## config.mk

```make
export PLATFORM = sky130hd
export DESIGN_NAME = phase_sweep_ctrl_flat
export DESIGN_NICKNAME = d
export VERILOG_FILES = /design/src/rtl/phase_sweep_pkg.sv /design/src/rtl/phase_sweep_ctrl_if.sv /design/src/rtl/phase_sweep_dwell_timer.sv /design/src/rtl/phase_sweep_ctrl.sv /design/src/flat_wrapper.sv
export SDC_FILE = /design/constraint.sdc
export NUM_CORES = 1
export LEC_CHECK = 0
export CAP_MARGIN = 20
export CORE_MARGIN = 4
export CORE_UTILIZATION = 50
export CTS_BUF_LIST = sky130_fd_sc_hd__clkbuf_8
export DETAILED_ROUTE_END_ITERATION = 10
export GPL_ROUTABILITY_DRIVEN = 0
export PLACE_DENSITY = 0.77
export SKIP_CTS_REPAIR_TIMING = 1
export SYNTH_ARGS = -nofsm -noshare
export SYNTH_HDL_FRONTEND = slang
export SYNTH_HIERARCHICAL = 1
export SYNTH_SLANG_ARGS = --single-unit
```

## constraint.sdc

```tcl
create_clock -name CLK -period 11.8 [get_ports CLK]
set_clock_uncertainty 0.05 [all_clocks]
set_input_delay 2.36 -clock CLK [delete_from_list [all_inputs] [get_ports CLK]]
set_output_delay 2.36 -clock CLK [all_outputs]
set_load 0.05 [all_outputs]
```

## src/rtl/phase_sweep_pkg.sv

```systemverilog
// Shared types and default sizes for the phase sweep controller.
package phase_sweep_pkg;
  localparam int WIDTH_DEF   = 32;
  localparam int DWELL_W_DEF = 16;

  typedef enum logic [1:0] {IDLE, CLEAR, RUN, STEP} state_t;

  // Matches the phase counter's DIRECTION input encoding.
  typedef enum logic {DIR_DOWN = 1'b0, DIR_UP = 1'b1} dir_t;
endpackage

```

## src/rtl/phase_sweep_ctrl_if.sv

```systemverilog
// Host-side descriptor handshake plus the controller's outputs toward the phase counter.
interface phase_sweep_ctrl_if
  import phase_sweep_pkg::*;
#(
  parameter int WIDTH   = WIDTH_DEF,
  parameter int DWELL_W = DWELL_W_DEF
);
  logic               cfg_valid;
  logic               cfg_ready;
  logic [WIDTH-1:0]   cfg_start;
  logic [WIDTH-1:0]   cfg_stop;
  logic [WIDTH-1:0]   cfg_step;
  logic [DWELL_W-1:0] cfg_dwell;
  logic               cfg_repeat;
  logic               cfg_pingpong;
  logic               abort;
  logic [WIDTH-1:0]   inc_out;
  logic               ctr_sclr;
  logic               busy;
  logic               done;

  modport master (
    output cfg_valid, cfg_start, cfg_stop, cfg_step, cfg_dwell, cfg_repeat, cfg_pingpong, abort,
    input  cfg_ready, inc_out, ctr_sclr, busy, done
  );

  modport slave (
    input  cfg_valid, cfg_start, cfg_stop, cfg_step, cfg_dwell, cfg_repeat, cfg_pingpong, abort,
    output cfg_ready, inc_out, ctr_sclr, busy, done
  );
endinterface

```

## src/rtl/phase_sweep_dwell_timer.sv

```systemverilog
// Loadable dwell down-counter; a load of N gives a terminal count N cycles later (0 acts as 1).
module phase_sweep_dwell_timer #(
  parameter int DWELL_W = 16
) (
  input  logic               CLK,
  input  logic               RST_N,
  input  logic               load,
  input  logic               en,
  input  logic [DWELL_W-1:0] value,
  output logic               tc
);
  logic [DWELL_W-1:0] cnt_q;

  // The loading cycle itself counts as the first held cycle, hence value-1.
  always_ff @(posedge CLK) begin
    if (!RST_N)
      cnt_q <= '0;
    else if (load)
      cnt_q <= (value == '0) ? '0 : value - DWELL_W'(1);
    else if (en && cnt_q != '0)
      cnt_q <= cnt_q - DWELL_W'(1);
  end

  assign tc = (cnt_q == '0);
endmodule

```

## src/rtl/phase_sweep_ctrl.sv

```systemverilog
// Sweeps the phase increment start->stop in clamped steps, each held max(dwell,1) cycles; all outputs registered,
// descriptor taken only in IDLE (cfg_ready), abort wins next cycle. PHASE_SWEEP_PINGPONG_EN adds endpoint reversal.
module phase_sweep_ctrl
  import phase_sweep_pkg::*;
#(
  parameter int WIDTH   = WIDTH_DEF,
  parameter int DWELL_W = DWELL_W_DEF
) (
  input logic               CLK,
  input logic               RST_N,
  phase_sweep_ctrl_if.slave bus
);
  state_t             state_q;
  logic [WIDTH-1:0]   inc_q, tgt_q, start_q, stop_q, step_q;
  logic [DWELL_W-1:0] dwell_q;
  logic               rpt_q, sclr_q, busy_q, done_q, rdy_q;
  logic               accept, tmr_tc, tmr_load, at_end;
  logic [DWELL_W-1:0] tmr_val;
  logic [WIDTH-1:0]   nxt_inc;

  // One clamped step toward tgt; WIDTH+1 bits catch both wrap directions.
  function automatic logic [WIDTH-1:0] step_toward(input logic [WIDTH-1:0] cur, tgt, stp);
    logic [WIDTH:0] nxt;
    dir_t           dir;
    dir = (tgt >= cur) ? DIR_UP : DIR_DOWN;
    if (dir == DIR_UP) begin
      nxt = {1'b0, cur} + {1'b0, stp};
      if (nxt > {1'b0, tgt}) nxt = {1'b0, tgt};
    end else begin
      nxt = {1'b0, cur} - {1'b0, stp};
      if (nxt[WIDTH] || nxt < {1'b0, tgt}) nxt = {1'b0, tgt};
    end
    return nxt[WIDTH-1:0];
  endfunction

  assign accept   = (state_q == IDLE) && bus.cfg_valid && !bus.abort;
  assign tmr_load = accept || ((state_q != IDLE) && tmr_tc);
  assign tmr_val  = accept ? bus.cfg_dwell : dwell_q;
  assign at_end   = (inc_q == tgt_q) || (step_q == '0);
  assign nxt_inc  = step_toward(inc_q, tgt_q, step_q);

`ifdef PHASE_SWEEP_PINGPONG_EN
  logic             pp_q, back_q, rev_ok;
  logic [WIDTH-1:0] rev_tgt, rev_inc;
  // Leaving the stop end always reverses; leaving the start end only when repeating.
  assign rev_ok  = pp_q && (step_q != '0) && (start_q != stop_q) && (!back_q || rpt_q);
  assign rev_tgt = back_q ? stop_q : start_q;
  assign rev_inc = step_toward(inc_q, rev_tgt, step_q);
`else
  logic unused_pingpong;
  assign unused_pingpong = bus.cfg_pingpong;
`endif

  phase_sweep_dwell_timer #(.DWELL_W(DWELL_W)) u_dwell (
    .CLK   (CLK),
    .RST_N (RST_N),
    .load  (tmr_load),
    .en    (state_q != IDLE),
    .value (tmr_val),
    .tc    (tmr_tc)
  );

  always_ff @(posedge CLK) begin
    if (!RST_N) begin
      state_q <= IDLE;
      inc_q   <= '0;
      tgt_q   <= '0;
      start_q <= '0;
      stop_q  <= '0;
      step_q  <= '0;
      dwell_q <= '0;
      rpt_q   <= 1'b0;
      sclr_q  <= 1'b0;
      busy_q  <= 1'b0;
      done_q  <= 1'b0;
      rdy_q   <= 1'b1;
`ifdef PHASE_SWEEP_PINGPONG_EN
      pp_q    <= 1'b0;
      back_q  <= 1'b0;
`endif
    end else begin
      sclr_q <= 1'b0;
      done_q <= 1'b0;
      if (bus.abort) begin
        state_q <= IDLE;
        inc_q   <= '0;
        busy_q  <= 1'b0;
        rdy_q   <= 1'b1;
      end else begin
        case (state_q)
          IDLE: if (bus.cfg_valid) begin
            start_q <= bus.cfg_start;
            stop_q  <= bus.cfg_stop;
            tgt_q   <= bus.cfg_stop;
            step_q  <= bus.cfg_step;
            dwell_q <= bus.cfg_dwell;
            rpt_q   <= bus.cfg_repeat;
            inc_q   <= bus.cfg_start;
            sclr_q  <= 1'b1;
            busy_q  <= 1'b1;
            rdy_q   <= 1'b0;
            state_q <= CLEAR;
`ifdef PHASE_SWEEP_PINGPONG_EN
            pp_q    <= bus.cfg_pingpong;
            back_q  <= 1'b0;
`endif
          end
          CLEAR, RUN, STEP: begin
            if (!tmr_tc) begin
              state_q <= RUN;
            end else if (!at_end) begin
              inc_q   <= nxt_inc;
              state_q <= STEP;
`ifdef PHASE_SWEEP_PINGPONG_EN
            end else if (rev_ok) begin
              back_q  <= !back_q;
              tgt_q   <= rev_tgt;
              inc_q   <= rev_inc;
              state_q <= STEP;
`endif
            end else if (rpt_q) begin
              // Wrap without a counter clear so the output phase stays continuous.
              inc_q   <= start_q;
              tgt_q   <= stop_q;
              state_q <= STEP;
`ifdef PHASE_SWEEP_PINGPONG_EN
              back_q  <= 1'b0;
`endif
            end else begin
              state_q <= IDLE;
              inc_q   <= '0;
              done_q  <= 1'b1;
              busy_q  <= 1'b0;
              rdy_q   <= 1'b1;
            end
          end
          default: begin
            state_q <= IDLE;
            inc_q   <= '0;
            busy_q  <= 1'b0;
            rdy_q   <= 1'b1;
          end
        endcase
      end
    end
  end

  assign bus.cfg_ready = rdy_q;
  assign bus.inc_out   = inc_q;
  assign bus.ctr_sclr  = sclr_q;
  assign bus.busy      = busy_q;
  assign bus.done      = done_q;
endmodule
```

## src/flat_wrapper.sv

```systemverilog
// flat-port wrapper written by rule: the top's interface ports become plain ports
module phase_sweep_ctrl_flat import phase_sweep_pkg::*;
#(
  parameter int WIDTH   = WIDTH_DEF,
  parameter int DWELL_W = DWELL_W_DEF
)
  (CLK, RST_N, bus_cfg_valid, bus_cfg_start, bus_cfg_stop, bus_cfg_step, bus_cfg_dwell, bus_cfg_repeat, bus_cfg_pingpong, bus_abort, bus_cfg_ready, bus_inc_out, bus_ctr_sclr, bus_busy, bus_done);
  phase_sweep_ctrl_if #(.WIDTH(WIDTH), .DWELL_W(DWELL_W)) bus_i ();
  input logic CLK;
  input logic RST_N;
  input wire logic [$bits(bus_i.cfg_valid)-1:0] bus_cfg_valid;
  input wire logic [$bits(bus_i.cfg_start)-1:0] bus_cfg_start;
  input wire logic [$bits(bus_i.cfg_stop)-1:0] bus_cfg_stop;
  input wire logic [$bits(bus_i.cfg_step)-1:0] bus_cfg_step;
  input wire logic [$bits(bus_i.cfg_dwell)-1:0] bus_cfg_dwell;
  input wire logic [$bits(bus_i.cfg_repeat)-1:0] bus_cfg_repeat;
  input wire logic [$bits(bus_i.cfg_pingpong)-1:0] bus_cfg_pingpong;
  input wire logic [$bits(bus_i.abort)-1:0] bus_abort;
  output wire logic [$bits(bus_i.cfg_ready)-1:0] bus_cfg_ready;
  output wire logic [$bits(bus_i.inc_out)-1:0] bus_inc_out;
  output wire logic [$bits(bus_i.ctr_sclr)-1:0] bus_ctr_sclr;
  output wire logic [$bits(bus_i.busy)-1:0] bus_busy;
  output wire logic [$bits(bus_i.done)-1:0] bus_done;
  assign bus_i.cfg_valid = bus_cfg_valid;
  assign bus_i.cfg_start = bus_cfg_start;
  assign bus_i.cfg_stop = bus_cfg_stop;
  assign bus_i.cfg_step = bus_cfg_step;
  assign bus_i.cfg_dwell = bus_cfg_dwell;
  assign bus_i.cfg_repeat = bus_cfg_repeat;
  assign bus_i.cfg_pingpong = bus_cfg_pingpong;
  assign bus_i.abort = bus_abort;
  assign bus_cfg_ready = bus_i.cfg_ready;
  assign bus_inc_out = bus_i.inc_out;
  assign bus_ctr_sclr = bus_i.ctr_sclr;
  assign bus_busy = bus_i.busy;
  assign bus_done = bus_i.done;
  phase_sweep_ctrl #(.WIDTH(WIDTH), .DWELL_W(DWELL_W)) u_core (.CLK(CLK), .RST_N(RST_N), .bus(bus_i));
endmodule
```

==> results of run 1 <==
[metal layers]
metal,global-route usage (%),routed length [µm]
met1,37.7,20500
met2,43.8,21300
met3,6.61,4680
met4,7.66,1420
met5,0,79
[power groups by stage]
stage / sequential (W) / combinational [W] / clock [W]
2_1_floorplan: 0.000805 / 0.000837 / 0
3_3_place_gp: 0.000794 / 0.00113 / 0
5_1_grt: 0.000790 / 0.00131 / 0.000517
6_report: 0.000784 / 0.00120 / 0.000482
4_1_cts: 0.000781 / 0.00117 / 0.000492
3_5_place_dp: 0.000796 / 0.00116 / 0
[registers in the layout (all words and copies together) (netlist names)]
register and flops:
u_core/bus.inc_out 32, u_core/start_q 32, u_core/step_q 32, u_core/stop_q 32, u_core/tgt_q 32, u_core/dwell_q 16, u_core/u_dwell/cnt_q 16, u_core/state_q 2
u_core/bus.busy 1, u_core/bus.cfg_ready 1, u_core/bus.ctr_sclr 1, u_core/bus.done 1, u_core/rpt_q 1
[tightest hold or removal path: cells and delay by family (launching register included)]
kind | cells | cell delay [ns]
and+or+nand+nor | 1 | 0.04
DFF | 1 | 0.33
AOI/OAI and AO/OA | 1 | 0.06
[placed cells by master (no fill, tap or decap), drive strengths merged, types with 8 or more instances in the layout]
master         Yosys  final
nand2            421    421
dfxtp            199    199
ha               162    162
clkdlybuf4s50      0    151
inv              142    149
a21boi           109    109
a21oi            108    108
nor2              82     82
o21ai             69     69
nand3             68     68
xnor2             54     54
nor3              53     53
a31oi             43     43
o211a             38     38
nand4             26     26
and2              23     23
o221ai            23     23
nor4              23     23
a21o              21     21
nand2b            20     20
xor2              20     20
nor2b             19     19
clkbuf            89     17
o211ai            17     17
a211oi            17     17
and3              13     13
o22ai             13     13
buf               26     11
a2111oi           10     10
or2               10     10
o221a             10     10
o21bai             9      9
or3                9      9
o31ai              8      8
[cell type report]
| type | instances | area, µm² | share of cell area, % |
|---|---|---|---|
| Sequential cell | 199 | 3980 | 22.7 |
| Timing Repair Buffer | 162 | 1590 | 9.08 |
| Inverter | 142 | 533 | 3.04 |
| Clock inverter | 15 | 199 | 1.13 |
| Antenna cell | 1 | 2.50 | 0.0143 |
| Multi-Input combinational cell | 1594 | 10500 | 59.9 |
| Clock buffer | 17 | 234 | 1.33 |
| Tap cell | 396 | 495 | 2.82 |
[through the flow]
| stage | util (%) | instance area (µm²) | total power [W] | instances |
|---|---|---|---|---|
| floorplan | - | 15500 | 0.00164 | 2050 |
| global placement | 56.0 | 17100 | 0.00192 | 2493 |
| detailed placement | 56.0 | 17100 | 0.00196 | 2493 |
| CTS | 57.4 | 17600 | 0.00244 | 2525 |
| global route | 57.4 | 17600 | 0.00261 | 2526 |
| finish | 57.4 | 17600 | 0.00246 | 2526 |
[worst paths after layout]
path / startpoint / to / slack (ns)
hold / removal: u_core/stop_q[21] / u_core/stop_q[21] / 0.42
setup / recovery: u_core/bus.inc_out[1] / u_core/bus.inc_out[0] / 4.62
setup reg to reg: u_core/bus.inc_out[1] / u_core/bus.inc_out[0] / 4.62
hold reg to reg: u_core/stop_q[21] / u_core/stop_q[21] / 0.42
[kinds of logic after synthesis]
logic type,after synthesis,share of synthesized area [%]
AO/OA/AOI/OAI,564,26.5
XOR/XNOR,74,4.19
adder cells (fa/ha/maj),164,13.4
buffers and inverters,257,6.47
flip-flops,199,25.7
multiplexers,4,0.267
AND/OR/NAND/NOR,788,23.4
==> impl_metrics.csv, run 1 <==
group,metric,value,unit
run_status,status,"completed",
timing,fmax,139,MHz
yosys,syn_inst,2050,
clocking,clock-sinks,199,
yosys,syn_nets,2332,
power_and_ir_drop,clkPwrFrac,19.6,%
routing,first_pass_iters,10,
yosys,synth_area_leaders,"dfxtp_1, ha_1, nand2_1, a21boi_0, a21oi_1",
power_and_ir_drop,p_sw_share,44.8,%
die,core_area,30600,µm²
yosys,yosysTopAreaCellShare,25.7,%
critical_path,reg2reg_depth,21,
die,core.rowCount,64,
timing,final_max_slew_viol_count,0,
power_and_ir_drop,power_frac_seq,31.8,%
job,drv_cap,0,
grt,grt_pass1_wl,76300,µm
clocking,cts_tree,"yes",
clocking,clk_transition_reported_paths,0.12,ns
yosys,yosysSeqAreaShare,25.7,%
yosys,synth-edff-count,0,
placed_design,portBuffers,152,
routing,antenna_left,0,
routing,drc,0,
grt,antenna_found_initial,6,
timing,finalCriticalPeriod,7.18,ns
yosys,synth_area_leader_cell,"dfxtp_1",
timing,max_slew_margin,34.5,%
yosys,synth_area,15500,µm²
clocking,numCtsBuffers,17,
yosys,yosysWarnings,6,
yosys,async_flop_share,0,%
grt,grt_pass1_vias,14500,
finish,drive_gt1_share,4.56,%
finish,area_growth,13.5,%
clocking,root_buffer,"clkbuf_8",
critical_path,worstSetupPathDepth,21,
grt,grt_max_degree,93,
power_and_ir_drop,power_density,140,nW/µm²
critical_path,worst_path_max_delay_cell,"o21bai_1",
critical_path,cp_max_fo,11,
die,die_height,184,µm
power_and_ir_drop,p_leak,7.32,nW
routing,wirelength,48000,µm
placed_design,pre_cts_ws,4.93,ns
die,start_util,50.6,%
power_and_ir_drop,switchingPower,0.00110,W
clocking,clock_latency,0.51,ns
die,boundaryPins,154,
critical_path,worst-setup-path-type,"reg -> reg",
clocking,htreeDepth,4,
critical_path,worstSetupEndpointType,"register",
timing,setup_viol,0,
timing,period_share,60.8,%
critical_path,cp.required,12.17,ns
finish,final_nets,2398,
critical_path,cp.arrival,7.54,ns
critical_path,slowest_delay,0.80,ns
critical_path,crit_family,"compound AO/OA/AOI/OAI gates",
timing,whs,0.422,ns
grt,grt-ovfl-total,0,
yosys,yosys.cell_count.top_type,"nand2_1",
critical_path,path_buf_inv,2,
routing,vias_per_cell,6.18,
placed_design,dp_hpwl,35700,µm
critical_path,path_cells,"inv_1 -> fa_1 -> o21bai_1 -> o2111ai_1 -> a311oi_1 -> a21oi_1 -> o2111ai_1 -> a21oi_1 -> o21ai_0 -> xnor2_1 -> inv_1 -> ha_1 -> nand4_1 -> nor4_1 -> o311ai_1 -> nand3_1 -> a2111oi_2 -> o21bai_1 -> o22ai_2 -> a221o_1 -> a221oi_1",
yosys,synth-seq-cells,199,
routing,vias,15600,
finish,fillers,2775,
power_and_ir_drop,peakVddDrop,0.000130,V
die,die_x,184,µm
grt,grt_use_total,27.6,%
yosys,ys.flop_type,"dfxtp_1",
timing,worst_pin_slew,0.980,ns
yosys,synth_common_cells,"nand2_1, dfxtp_1, ha_1, inv_1, a21boi_0",
timing,rsz0062_at_grt,"no",
hold_path,whs_path_depth,2,
critical_path,cp-start-kind,"register",
timing,worst_slack,4.62,ns
routing,routedWlPerCell,19.0,µm
yosys,synthDistinctLibCells,86,
clocking,clock_path_buffers,2,
timing,hold_viol_final,0,
die,die-area,33800,µm²
hold_path,hold_path_class,"reg -> reg",
yosys,avgSynthCellArea,7.55,µm²
timing,fin_setup_tns,0,ns
power_and_ir_drop,power.share.combinational,48.6,%
power_and_ir_drop,p_int,0.00136,W
routing,drtIter0Drc,1730,
Power figures use the tool's default switching activity.
==> run 2, diff against run 1 <==
==> constraint.sdc (replaced) <==
create_clock -name CLK -period 7 [get_ports CLK]
set_clock_uncertainty 0.05 [all_clocks]
set_input_delay 1.4 -clock CLK [delete_from_list [all_inputs] [get_ports CLK]]
set_output_delay 1.4 -clock CLK [all_outputs]
set_load 0.05 [all_outputs]
==> run 2 against run 1 <==
  * Worst hold slack got worse by 0.00097 ns
  * Non-clock buffer count rose by 5
  * Via count rose by 0.41%
  * Register-to-register slack got worse by 3.9 ns
  * Count of clock-buffer cells in the layout did not move
  * Power rose by 68%
  * Worst setup slack got worse by 3.9 ns
  * Highest routed layer unchanged
  * Combinational power rose by 71%
==> impl_metrics.csv, run 2 (synthesized netlist as in run 1, its figures left out) <==
group,metric,value,unit
clocking,htreeDepth,4,
timing,rsz0062_at_grt,"no",
critical_path,worstSetupEndpointType,"register",
critical_path,cp.arrival,6.66,ns
placed_design,portBuffers,152,
placed_design,dp.cells,2498,
timing,final_max_slew_viol_count,0,
finish,fillers,2818,
placed_design,dp_hpwl,36300,µm
clocking,clock_latency,0.52,ns
die,core_area,30600,µm²
finish,mostFrequentLayoutCells,"nand2_1, dfxtp_1, ha_1, clkdlybuf4s50_1, inv_1",
timing,fmax,159,MHz
timing,hold_viol_final,0,
routing,antenna_left,0,
power_and_ir_drop,power.share.combinational,49.6,%
clocking,clk_transition_reported_paths,0.11,ns
critical_path,crit_family,"compound AO/OA/AOI/OAI gates",
power_and_ir_drop,p_sw_share,45.2,%
job,drv_cap,0,
routing,first_pass_iters,8,
routing,drtIter0Drc,1692,
grt,grt-ovfl-total,0,
run_status,status,"completed",
routing,drc,0,
grt,grt_pass1_wl,76100,µm
finish,final_common_cell,"nand2_1",
timing,fin_setup_tns,0,ns
grt,grt_max_degree,89,
clocking,cts_tree,"yes",
finish,final_nets,2403,
finish,instances_no_fill,2531,
grt,antenna_found_initial,6,
clocking,numCtsBuffers,17,
die,core.rowCount,64,
routing,vias,15700,
timing,max_slew_margin,35.6,%
power_and_ir_drop,clkPwrFrac,18.5,%
clocking,clock-sinks,199,
power_and_ir_drop,power_frac_seq,31.9,%
critical_path,path_cells,"inv_1 -> fa_1 -> o21bai_1 -> o2111ai_1 -> a311oi_1 -> a21oi_1 -> o2111ai_1 -> buf_4 -> a21oi_1 -> o21ai_0 -> xnor2_1 -> inv_1 -> ha_1 -> nand4_1 -> nor4_1 -> o311ai_1 -> nand3_1 -> a2111oi_2 -> o21ba_2 -> nand2_1 -> o221ai_1 -> a21boi_0",
die,die_x,184,µm
critical_path,cp_max_fo,18,
critical_path,cp.required,7.39,ns
routing,routedWlPerCell,19.1,µm
critical_path,worst_path_max_delay_cell,"nand2_1",
timing,period_share,89.6,%
critical_path,path_buf_inv,3,
die,die-area,33800,µm²
die,start_util,50.6,%
grt,grt_pass1_vias,14500,
routing,vias_per_cell,6.19,
finish,drive_gt1_share,4.78,%
clocking,root_buffer,"clkbuf_8",
die,die_height,184,µm
die,boundaryPins,154,
power_and_ir_drop,p_int,0.00226,W
power_and_ir_drop,switchingPower,0.00187,W
timing,setup_viol,0,
power_and_ir_drop,power_density,235,nW/µm²
critical_path,cp-start-kind,"register",
timing,finalCriticalPeriod,6.27,ns
critical_path,worst-setup-path-type,"reg -> reg",
finish,area_growth,13.6,%
routing,wirelength,48300,µm
power_and_ir_drop,p_leak,7.33,nW
hold_path,hold_path_class,"reg -> reg",
grt,grt_use_total,27.5,%
clocking,clock_path_buffers,2,
critical_path,slowest_delay,0.57,ns
timing,worst_pin_slew,0.966,ns
power_and_ir_drop,peakVddDrop,0.000210,V
-- run 2: cell type report --
cell class	instances	area [µm²]	share of cell area (%)
Multi-Input combinational cell	1594	10500	59.8
Sequential cell	199	3980	22.7
Timing Repair Buffer	167	1630	9.28
Inverter	142	533	3.03
Tap cell	396	495	2.82
Clock buffer	17	234	1.33
Clock inverter	15	178	1.01
Antenna cell	1	2.50	0.0142
-- run 2: worst reg2reg max path: cells and delay by family, from the launching register on --
kind / cells / cell delay [ns]
AND/OR/NAND/NOR: 4 / 1.43
AO/OA/AOI/OAI: 12 / 2.77
XOR/XNOR: 1 / 0.24
flip-flops: 1 / 0.50
adder cells (fa/ha/maj): 2 / 0.80
buffers and inverters: 3 / 0.40
-- run 2: path summary, 6_finish.rpt --
kind / from / slack [ns] / end / cells past startpoint
worst max-delay path: u_core/bus.inc_out[1] / 0.73 / u_core/bus.inc_out[4] / 22
worst min-delay path: u_core/stop_q[18] / 0.42 / u_core/stop_q[18] / 2
worst min register to register: u_core/stop_q[18] / 0.42 / u_core/stop_q[18] / 2
worst max register to register: u_core/bus.inc_out[1] / 0.73 / u_core/bus.inc_out[4] / 22
-- run 2: per-layer routing --
metal  up-vias  track usage [%]  share of wire (%)
li1       7422                -                  -
met1      7350             37.7                 43
met2       763             43.5                 44
met3       127             5.66                9.4
met4        10             8.87                3.2
met5         -                0               0.15
-- run 2: stage by stage --
step	setup slack [ns]	util, %	power [W]	hold slack [ns]	area, µm²
5_1_grt	0.396	57.5	0.00437	0.439	17600
3_3_place_gp	0.985	56.1	0.00325	0.401	17200
4_1_cts	0.874	57.4	0.00408	0.424	17600
6_report	0.727	57.5	0.00413	0.421	17600
2_1_floorplan	1.54	-	0.00277	0.394	15500
3_5_place_dp	0.912	56.1	0.00331	0.408	17200
-- run 2: power groups by stage --
stage | sequential (W) | clock (W) | combinational, W
2_1_floorplan | 0.00136 | 0 | 0.00141
5_1_grt | 0.00133 | 0.000821 | 0.00222
4_1_cts | 0.00132 | 0.000781 | 0.00199
6_report | 0.00132 | 0.000762 | 0.00205
3_5_place_dp | 0.00134 | 0 | 0.00197
3_3_place_gp | 0.00134 | 0 | 0.00192
